### src/rtl/uart_case_xform.sv
// uart_case_xform: case-transforming byte FIFO with a registered valid/ready output stage and drop accounting.
// Optional XON/XOFF flow control is enabled by defining CASE_XFORM_XONXOFF_EN.
module uart_case_xform #(
  parameter int DEPTH        = 16,
  parameter int ALMOST_FULL  = 12,
  parameter int ALMOST_EMPTY = 4
) (
  input  logic                     i_clk,
  input  logic                     i_rst_n,
  input  logic [1:0]               i_mode,
  input  logic [7:0]               i_rx_data,
  input  logic                     i_rx_valid,
  input  logic                     i_flush,
  input  logic                     i_clr_stats,
  output logic [7:0]               o_tx_data,
  output logic                     o_tx_valid,
  input  logic                     i_tx_ready,
  output logic [$clog2(DEPTH):0]   o_level,
  output logic                     o_empty,
  output logic                     o_full,
  output logic                     o_almost_full,
  output logic [7:0]               o_drop_cnt,
  output logic                     o_overflow
);
  localparam int AW = $clog2(DEPTH);

  if (DEPTH < 4 || (1 << AW) != DEPTH) begin : g_depth_chk
    $error("DEPTH must be a power of two and at least 4");
  end
  if (ALMOST_FULL < 1 || ALMOST_FULL >= DEPTH || ALMOST_EMPTY >= ALMOST_FULL) begin : g_thr_chk
    $error("threshold parameters out of range");
  end

  logic [7:0]    mem [DEPTH];
  logic [AW-1:0] wr_ptr, rd_ptr;
  logic [AW:0]   lvl_n;
  logic [7:0]    xf;
  logic          is_up, is_lo;
  logic          can_load, load, load_ctrl, pop, wr, drop;
  logic          send;
  logic [7:0]    ctrl_byte;

  always_comb begin
    is_up = i_rx_data >= 8'h41 && i_rx_data <= 8'h5A;
    is_lo = i_rx_data >= 8'h61 && i_rx_data <= 8'h7A;
    xf = i_mode == 2'b01 && is_lo ? i_rx_data & 8'hDF :
         i_mode == 2'b10 && is_up ? i_rx_data | 8'h20 :
         i_mode == 2'b11 && (is_up || is_lo) ? i_rx_data ^ 8'h20 : i_rx_data;
  end

  // Control bytes take the load slot ahead of the FIFO head and are never popped.
  always_comb begin
    can_load  = (!o_tx_valid || i_tx_ready) && !i_flush;
    load_ctrl = can_load && send;
    pop       = can_load && !send && !o_empty;
    load      = load_ctrl || pop;
    wr        = i_rx_valid && !i_flush && (!o_full || pop);
    drop      = i_rx_valid && !i_flush && o_full && !pop;
    lvl_n     = o_level + {{AW{1'b0}}, wr} - {{AW{1'b0}}, pop};
  end

  always_ff @(posedge i_clk) begin
    if (wr) mem[wr_ptr] <= xf;
  end

  always_ff @(posedge i_clk or negedge i_rst_n) begin
    if (!i_rst_n) begin
      wr_ptr        <= '0;
      rd_ptr        <= '0;
      o_level       <= '0;
      o_empty       <= 1'b1;
      o_full        <= 1'b0;
      o_almost_full <= 1'b0;
    end else if (i_flush) begin
      wr_ptr        <= '0;
      rd_ptr        <= '0;
      o_level       <= '0;
      o_empty       <= 1'b1;
      o_full        <= 1'b0;
      o_almost_full <= 1'b0;
    end else begin
      wr_ptr        <= wr ? wr_ptr + 1'b1 : wr_ptr;
      rd_ptr        <= pop ? rd_ptr + 1'b1 : rd_ptr;
      o_level       <= lvl_n;
      o_empty       <= lvl_n == '0;
      o_full        <= int'(lvl_n) == DEPTH;
      o_almost_full <= int'(lvl_n) >= ALMOST_FULL;
    end
  end

  always_ff @(posedge i_clk or negedge i_rst_n) begin
    if (!i_rst_n) begin
      o_tx_data  <= 8'h00;
      o_tx_valid <= 1'b0;
    end else if (i_flush) begin
      o_tx_valid <= 1'b0;
    end else if (load) begin
      o_tx_data  <= load_ctrl ? ctrl_byte : mem[rd_ptr];
      o_tx_valid <= 1'b1;
    end else if (i_tx_ready) begin
      o_tx_valid <= 1'b0;
    end
  end

  // A drop coinciding with a stats clear is still counted.
  always_ff @(posedge i_clk or negedge i_rst_n) begin
    if (!i_rst_n) begin
      o_drop_cnt <= 8'h00;
      o_overflow <= 1'b0;
    end else if (i_clr_stats) begin
      o_drop_cnt <= {7'd0, drop};
      o_overflow <= drop;
    end else if (drop) begin
      o_drop_cnt <= o_drop_cnt == 8'hFF ? 8'hFF : o_drop_cnt + 8'd1;
      o_overflow <= 1'b1;
    end
  end

`ifdef CASE_XFORM_XONXOFF_EN
  typedef enum logic [1:0] {FL_ON, FL_SEND_XOFF, FL_OFF, FL_SEND_XON} fl_t;
  fl_t state, state_n;

  always_ff @(posedge i_clk or negedge i_rst_n) begin
    if (!i_rst_n) state <= FL_ON;
    else state <= state_n;
  end

  always_comb begin
    state_n = state;
    if (i_flush)
      state_n = state == FL_OFF || state == FL_SEND_XOFF ? FL_SEND_XON : state;
    else
      case (state)
        FL_ON:        state_n = int'(o_level) >= ALMOST_FULL ? FL_SEND_XOFF : FL_ON;
        FL_SEND_XOFF: state_n = load_ctrl ? FL_OFF : FL_SEND_XOFF;
        FL_OFF:       state_n = int'(o_level) <= ALMOST_EMPTY ? FL_SEND_XON : FL_OFF;
        default:      state_n = load_ctrl ? FL_ON : FL_SEND_XON;
      endcase
  end

  always_comb begin
    send      = state == FL_SEND_XOFF || state == FL_SEND_XON;
    ctrl_byte = state == FL_SEND_XOFF ? 8'h13 : 8'h11;
  end
`else
  always_comb begin
    send      = 1'b0;
    ctrl_byte = 8'h00;
  end
`endif
endmodule
### config.mk
export PLATFORM = sky130hd
export DESIGN_NAME = uart_case_xform
export DESIGN_NICKNAME = d
export VERILOG_FILES = /design/src/rtl/uart_case_xform.sv
export SDC_FILE = /design/constraint.sdc
export NUM_CORES = 1
export LEC_CHECK = 0
export CORE_ASPECT_RATIO = 1.2
export CORE_UTILIZATION = 50
export DETAILED_ROUTE_END_ITERATION = 7
export GPL_ROUTABILITY_DRIVEN = 0
export HOLD_SLACK_MARGIN = 0.1
export PLACE_DENSITY = 0.65
export SETUP_SLACK_MARGIN = 0.1
export SLEW_MARGIN = 10
export SYNTH_ARGS = -nofsm -noshare
export SYNTH_HDL_FRONTEND = slang
export SYNTH_SLANG_ARGS = --single-unit
### constraint.sdc
create_clock -name i_clk -period 3.7 [get_ports i_clk]
set_input_delay 0.74 -clock i_clk [delete_from_list [all_inputs] [get_ports i_clk]]
set_output_delay 0.74 -clock i_clk [all_outputs]
set_load 0.05 [all_outputs]
==> out/summary.txt, run 1 <==
Antenna diodes -> 0
global-route wire length before repair -> 22,000 um
WS Path Type -> input port to flop
Slowest-stage cell, CP -> clkdlybuf4s50_1
# IOs -> 42
final setup vio count -> 0
critical path, cell by cell -> clkdlybuf4s50_1 -> inv_1 -> nand3_1 -> inv_1 -> ha_1 -> inv_1 -> ha_1 -> fa_1 -> a21o_1 -> a21oi_1 -> xnor2_1 -> nor4bb_1
slew margin rel. -> 22.2%
Setup TNS Final -> 0 ns
Synth area leader -> edfxtp_1
CP endpoint kind -> flop
buffers added on ports -> 41
required time worst endpoint -> 4.01 ns
main combinational cell family by area after synthesis -> multiplexers
synth warn -> 0
RSZ-0062 raised after global routing -> false
synthesized flop and latch total -> 162
Tmin final -> 3.11 ns
hold_buf cts -> 0
CTS buffer count -> 17
final hold slack -> 0.402 ns
adder-cell area share of the yosys netlist -> 2.31%
MaxCap Viol Count -> 0
DRC violations left -> 0
top-count cell post-synth -> edfxtp_1
element type at the critical path start -> input port
outcome -> complete, no violations
Design Area, Final -> 0.00819 sq mm
PwrDens -> 658 mW/mm^2
final hold violations -> 0
worst-path maximum fanout -> 6
Netlist cell types -> 53
most used cell along the critical path -> inv_1
vias per cell -> 5.74
clk_skew -> 0.0226 ns
cell family with most CP delay -> adder cells
Die Width -> 109 um
post-synthesis simple-gate area fraction -> 8.41%
Total GRT Usage -> 22.1%
worst path arrival time -> 3.43 ns
Reg2Reg Setup Slack -> 0.77 ns
Async SR Flop Fraction -> 21.0%
post-detailed-route wirelength per cell -> 20.7 um
NumNets Final -> 524
Clk Latency, worst-skew pair -> 0.43 ns
layout cells sized above 1 -> 17.5%
Max H-tree Level -> 4
Leakage -> 2.87 nW
P&R area growth vs syn -> 20.0%
first drt pass iteration count -> 5
final core occ -> 61.6%
gate count after technology mapping -> 420
register area share after synthesis -> 68.8%
CTS tree -> done
dpl cells -> 645
top cells by count, synth -> edfxtp_1 (128), dfrtp_1 (33), nor2_1 (26)
XOR/XNOR share of the synthesized area -> 0.898%
worst hold path type -> input port to async pin
Net Count, Synth -> 448
Crit path largest cell delay -> 0.56 ns
compound-gate portion of the synthesized area -> 5.79%
max-slew violation count -> 0
Layout Cells excl Fill -> 677
EDFF count, synth -> 128
die footprint -> 0.0141 sq mm
Worst Path Buf+Inv -> 4
number of global-route vias before repair -> 3,998
mux share of post-synthesis cell area -> 11.2%
hpwl dp -> 9140 um
Die Height -> 130 um
worst ir drop on vdd -> 0.481 mV
CTS resizes -> 0
overall power -> 5.39 mW
Slew @ Worst Pin -> 1.15 ns
most common flop cell mapped by yosys -> edfxtp_1
core area -> 0.0133 sq mm
Core Rows -> 46
clock buffer depth -> 2
pre-CTS WS -> 0.138 ns
Starting Density -> 51.4%
Post-Syn Area -> 0.00683 sq mm
top cells by area, synth -> edfxtp_1 (56%), dfrtp_1 (12%), mux4_1 (5.4%)
initial DRC count -> 303
Final Cycle Share -> 84.1%
Reg-to-Reg Start -> o_empty
DRT antenna net count -> 0
largest net degree at the start of global routing -> 35
share of Yosys cell area claimed by the top area cell type -> 56.3%
total number of vias -> 3,888
Critical R2R Capture -> o_full
cell count of the worst reg-to-reg path -> 11
initial antenna violation count -> 0
Routed WL -> 14,000 um
fmax -> 321 MHz
average size of a mapped cell -> 16.3 sq um
clock root cell -> clkbuf_16
total gr overflow -> 0
Worst-path clk slew -> 0.06 ns
Post-CTS Setup Inserts -> 0
clock sink count -> 162
Placed Instance Area -> 0.00758 sq mm
final worst setup slack -> 0.587 ns
==> registers in the layout, indices dropped and copies added (netlist names), 4 cells and up <==
signal and cells:
o_tx_data 8, o_level 5, rd_ptr 4, o_drop_cnt 8, mem 128, wr_ptr 4
==> worst register-to-register path, stage by stage (launching register included) <==
cell and delay [ns]:
dfstp_2 0.69, inv_1 0.12, nand3_1 0.13, inv_1 0.08, ha_1 0.29, inv_1 0.04, ha_1 0.20, fa_1 0.41
a21o_1 0.20, a21oi_1 0.17, xnor2_1 0.14, nor4bb_1 0.33
==> cell families after synthesis <==
kind of cell	count (synthesis)
simple gates	111
flops	162
compound gates	57
fa+ha+maj	12
buf+inv	35
xor+xnor	7
mux	36
==> report_power, final <==
part	internal (mW)	total, mW	switching [mW]
clock network	1.10	1.78	0.678
registers	2.09	2.28	0.188
logic	0.593	1.34	0.744
==> worst max-delay path by stage <==
stage | end | cells after the start | slack, ns | startpoint
finish | o_full | 12 | 0.59 | i_flush
global placement | o_full | 12 | 0.32 | i_flush
CTS | o_full | 12 | 0.57 | i_flush
global route | o_full | 12 | 0.41 | i_flush
floorplan | o_full | 11 | 0.64 | i_tx_ready
detailed placement | o_full | 12 | 0.14 | i_flush
==> placed cells by master, fill, tap and decap left out, types with 10 or more instances in the layout <==
cell type and instances:
a21oi_1 10, buf_4 34, clkbuf_16 17, clkdlybuf4s50_1 40, dfrtp_1 32, edfxtp_1 128
ha_1 11, inv_1 17, mux4_1 14, mux4_2 14, nand2_1 18, nand2b_1 10
nand3_1 22, nor2_1 26, nor3_1 12
==> cell type report <==
cell class | count | area (sq um)
flip-flops and latches | 162 | 4700
clock buffers | 20 | 457
multi-input cells | 223 | 1950
repair buffers | 75 | 661
fillers | 994 | 5100
well taps | 168 | 210
clock inverters | 12 | 151
inverters | 17 | 63.8
==> per-layer routing <==
layer  routed length, um  global-route usage, %
met1                5790                   27.4
met2                7580                   38.2
met3                 529                   5.69
met4                  99                   7.00
met5                   0                      0
(Power assumes the default switching activity.)
==> run 2, diff against run 1 <==
--- a/config.mk
+++ b/config.mk
@@ -10,7 +10,7 @@
 export DETAILED_ROUTE_END_ITERATION = 7
 export GPL_ROUTABILITY_DRIVEN = 0
 export HOLD_SLACK_MARGIN = 0.1
-export PLACE_DENSITY = 0.65
+export PLACE_DENSITY = 0.68
 export SETUP_SLACK_MARGIN = 0.1
 export SLEW_MARGIN = 10
 export SYNTH_ARGS = -nofsm -noshare
==> constraint.sdc (replaced) <==
create_clock -name i_clk -period 2.8 [get_ports i_clk]
set_input_delay 0.56 -clock i_clk [delete_from_list [all_inputs] [get_ports i_clk]]
set_output_delay 0.56 -clock i_clk [all_outputs]
set_load 0.05 [all_outputs]
==> out/summary.txt, run 2 (synthesis gave the netlist of run 1 again) <==
Slew @ Worst Pin -> 0.795 ns (was 1.15 ns)
max reg flops -> 128 (unchanged)
number of global-route vias before repair -> 4,123 (was 3,998)
initial antenna violation count -> 0 (unchanged)
Largest regs -> mem: 128 flops, o_drop_cnt: 8 flops, o_tx_data: 8 flops (unchanged)
largest net degree at the start of global routing -> 35 (unchanged)
Starting Density -> 51.4% (unchanged)
clock sink count -> 162 (unchanged)
Tmin final -> 2.59 ns
worst-path maximum fanout -> 4 (was 6)
initial DRC count -> 404 (was 303)
worst ir drop on vdd -> 0.718 mV (was 0.481 mV)
MaxCap Viol Count -> 0 (unchanged)
final worst setup slack -> 0.214 ns (was 0.587 ns)
Worst-path clk slew -> 0.06 ns (about the same)
DRC violations left -> 0 (unchanged)
CP endpoint kind -> flop (unchanged)
RSZ-0062 raised after global routing -> false (unchanged)
hpwl dp -> 9340 um (was 9140 um)
most used cell along the critical path -> ha_4 (was inv_1)
Die Height -> 130 um (unchanged)
Post-CTS Setup Inserts -> 0 (unchanged)
outcome -> complete, no violations (unchanged)
clk_skew -> 0.00681 ns (was 0.0226 ns)
clock buffer depth -> 2 (unchanged)
Total GRT Usage -> 22.5% (was 22.1%)
final core occ -> 63.2% (was 61.6%)
Die Width -> 109 um (unchanged)
Placed Instance Area -> 0.00774 sq mm (was 0.00758 sq mm)
global-route wire length before repair -> 22,300 um (was 22,000 um)
most frequent cells in the layout -> edfxtp_1 (128), buf_4 (45), clkdlybuf4s50_1 (40) (was edfxtp_1 (128), clkdlybuf4s50_1 (40), buf_4 (34))
Biggest register -> mem (unchanged)
max-slew violation count -> 0 (unchanged)
first drt pass iteration count -> 5 (unchanged)
fmax -> 387 MHz
P&R area growth vs syn -> 23.1% (was 20.0%)
CTS buffer count -> 17 (unchanged)
clock root cell -> clkbuf_16 (unchanged)
Slowest-stage cell, CP -> clkdlybuf4s50_1 (unchanged)
buffers added on ports -> 41 (unchanged)
Final Cycle Share -> 92.3%
overall power -> 7.53 mW (was 5.39 mW)
vias per cell -> 5.83 (was 5.74)
total gr overflow -> 0 (unchanged)
Core Rows -> 46 (unchanged)
Antenna diodes -> 0 (unchanged)
hold_buf cts -> 0 (unchanged)
Max H-tree Level -> 4 (unchanged)
worst path arrival time -> 2.92 ns (was 3.43 ns)
WS Path Type -> input port to flop (unchanged)
DRT antenna net count -> 0 (unchanged)
post-detailed-route wirelength per cell -> 20.9 um (was 20.7 um)
element type at the critical path start -> input port (unchanged)
slew margin rel. -> 47.0% (was 22.2%)
Setup TNS Final -> 0 ns (unchanged)
final hold slack -> 0.216 ns (was 0.402 ns)
layout cells sized above 1 -> 20.9% (was 17.5%)
PwrDens -> 896 mW/mm^2 (was 658 mW/mm^2)
commonest non-fill, non-tap cell in the layout -> edfxtp_1 (unchanged)
die footprint -> 0.0141 sq mm (unchanged)
dpl cells -> 657 (was 645)
Clk Latency, worst-skew pair -> 0.43 ns (about the same)
pre-CTS WS -> -0.295 ns (was 0.138 ns)
cell family with most CP delay -> adder cells (unchanged)
worst hold path type -> input port to async pin (unchanged)
Leakage -> 2.95 nW (was 2.87 nW)
final hold violations -> 0 (unchanged)
required time worst endpoint -> 3.13 ns (was 4.01 ns)
core area -> 0.0133 sq mm (unchanged)
Routed WL -> 14,400 um (was 14,000 um)
Worst Path Buf+Inv -> 2 (was 4)
CTS tree -> done (unchanged)
# fillers -> 972 (was 994)
total number of vias -> 4,017 (was 3,888)
Crit path largest cell delay -> 0.48 ns (was 0.56 ns)
Layout Cells excl Fill -> 689 (was 677)
final setup vio count -> 0 (unchanged)
# IOs -> 42 (unchanged)
critical path, cell by cell -> clkdlybuf4s50_1 -> nor2b_1 -> o21ai_4 -> nand2_2 -> ha_4 -> inv_2 -> ha_4 -> fa_2 -> a21o_1 -> a21oi_2 -> xnor2_2 -> nor4bb_1 (was clkdlybuf4s50_1 -> inv_1 -> nand3_1 -> inv_1 -> ha_1 -> inv_1 -> ha_1 -> fa_1 -> a21o_1 -> a21oi_1 -> xnor2_1 -> nor4bb_1)
NumNets Final -> 536 (was 524)
Design Area, Final -> 0.00840 sq mm (was 0.00819 sq mm)
[run 2: worst paths after layout]
path | slack [ns] | endpoint | depth (start not counted) | start
worst min-delay path | 0.22 | o_full | 1 | i_rst_n
worst max-delay path | 0.21 | o_full | 12 | i_tx_ready
worst max register to register | 0.32 | o_full | 9 | o_empty
worst min register to register | 0.52 | o_tx_data[3] | 2 | o_tx_data[3]
max in group asynchronous | 2.03 | rd_ptr[0] | 1 | i_rst_n
min in group i_clk | 0.52 | o_tx_data[3] | 2 | o_tx_data[3]
[run 2: cell type report]
type                            instances  area, sq um  share of cell area, %
Clock buffer                           22          444                   5.29
Clock inverter                         10          208                   2.47
Inverter                               17         63.8                  0.759
Multi-Input combinational cell        223         2020                   24.0
Sequential cell                       162         4700                   55.9
Tap cell                              168          210                   2.50
Timing Repair Buffer                   87          763                   9.08
[run 2: layer usage]
layer	vias up	GRT usage (%)	share of wire (%)	wire [um]
li1	1825	-	-	-
met1	2029	26.9	39	5640
met2	136	39.0	53	7650
met3	27	4.60	5.0	719
met4	0	10.4	2.6	380
met5	-	0	0	0
[run 2: timing repair]
action / 4_1_cts / 5_1_grt
pin swaps: 0 / 4
cloned: 0 / 0
resized for setup: 1 / 1
endpoints found under the setup margin: 16 / 3
[run 2: report_power, final]
part / switching [mW] / internal, mW / total (mW)
sequential: 0.148 / 2.76 / 2.91
clock: 0.896 / 1.67 / 2.57
combinational: 1.13 / 0.924 / 2.05
total: 2.17 / 5.36 / 7.53
==> run 3, diff against run 2 <==
--- a/config.mk
+++ b/config.mk
@@ -9,7 +9,6 @@
 export CORE_UTILIZATION = 50
 export DETAILED_ROUTE_END_ITERATION = 7
 export GPL_ROUTABILITY_DRIVEN = 0
-export HOLD_SLACK_MARGIN = 0.1
 export PLACE_DENSITY = 0.68
 export SETUP_SLACK_MARGIN = 0.1
 export SLEW_MARGIN = 10
==> results of run 3 <==
The final DEF is identical to that of run 2; final timing and power are the same.
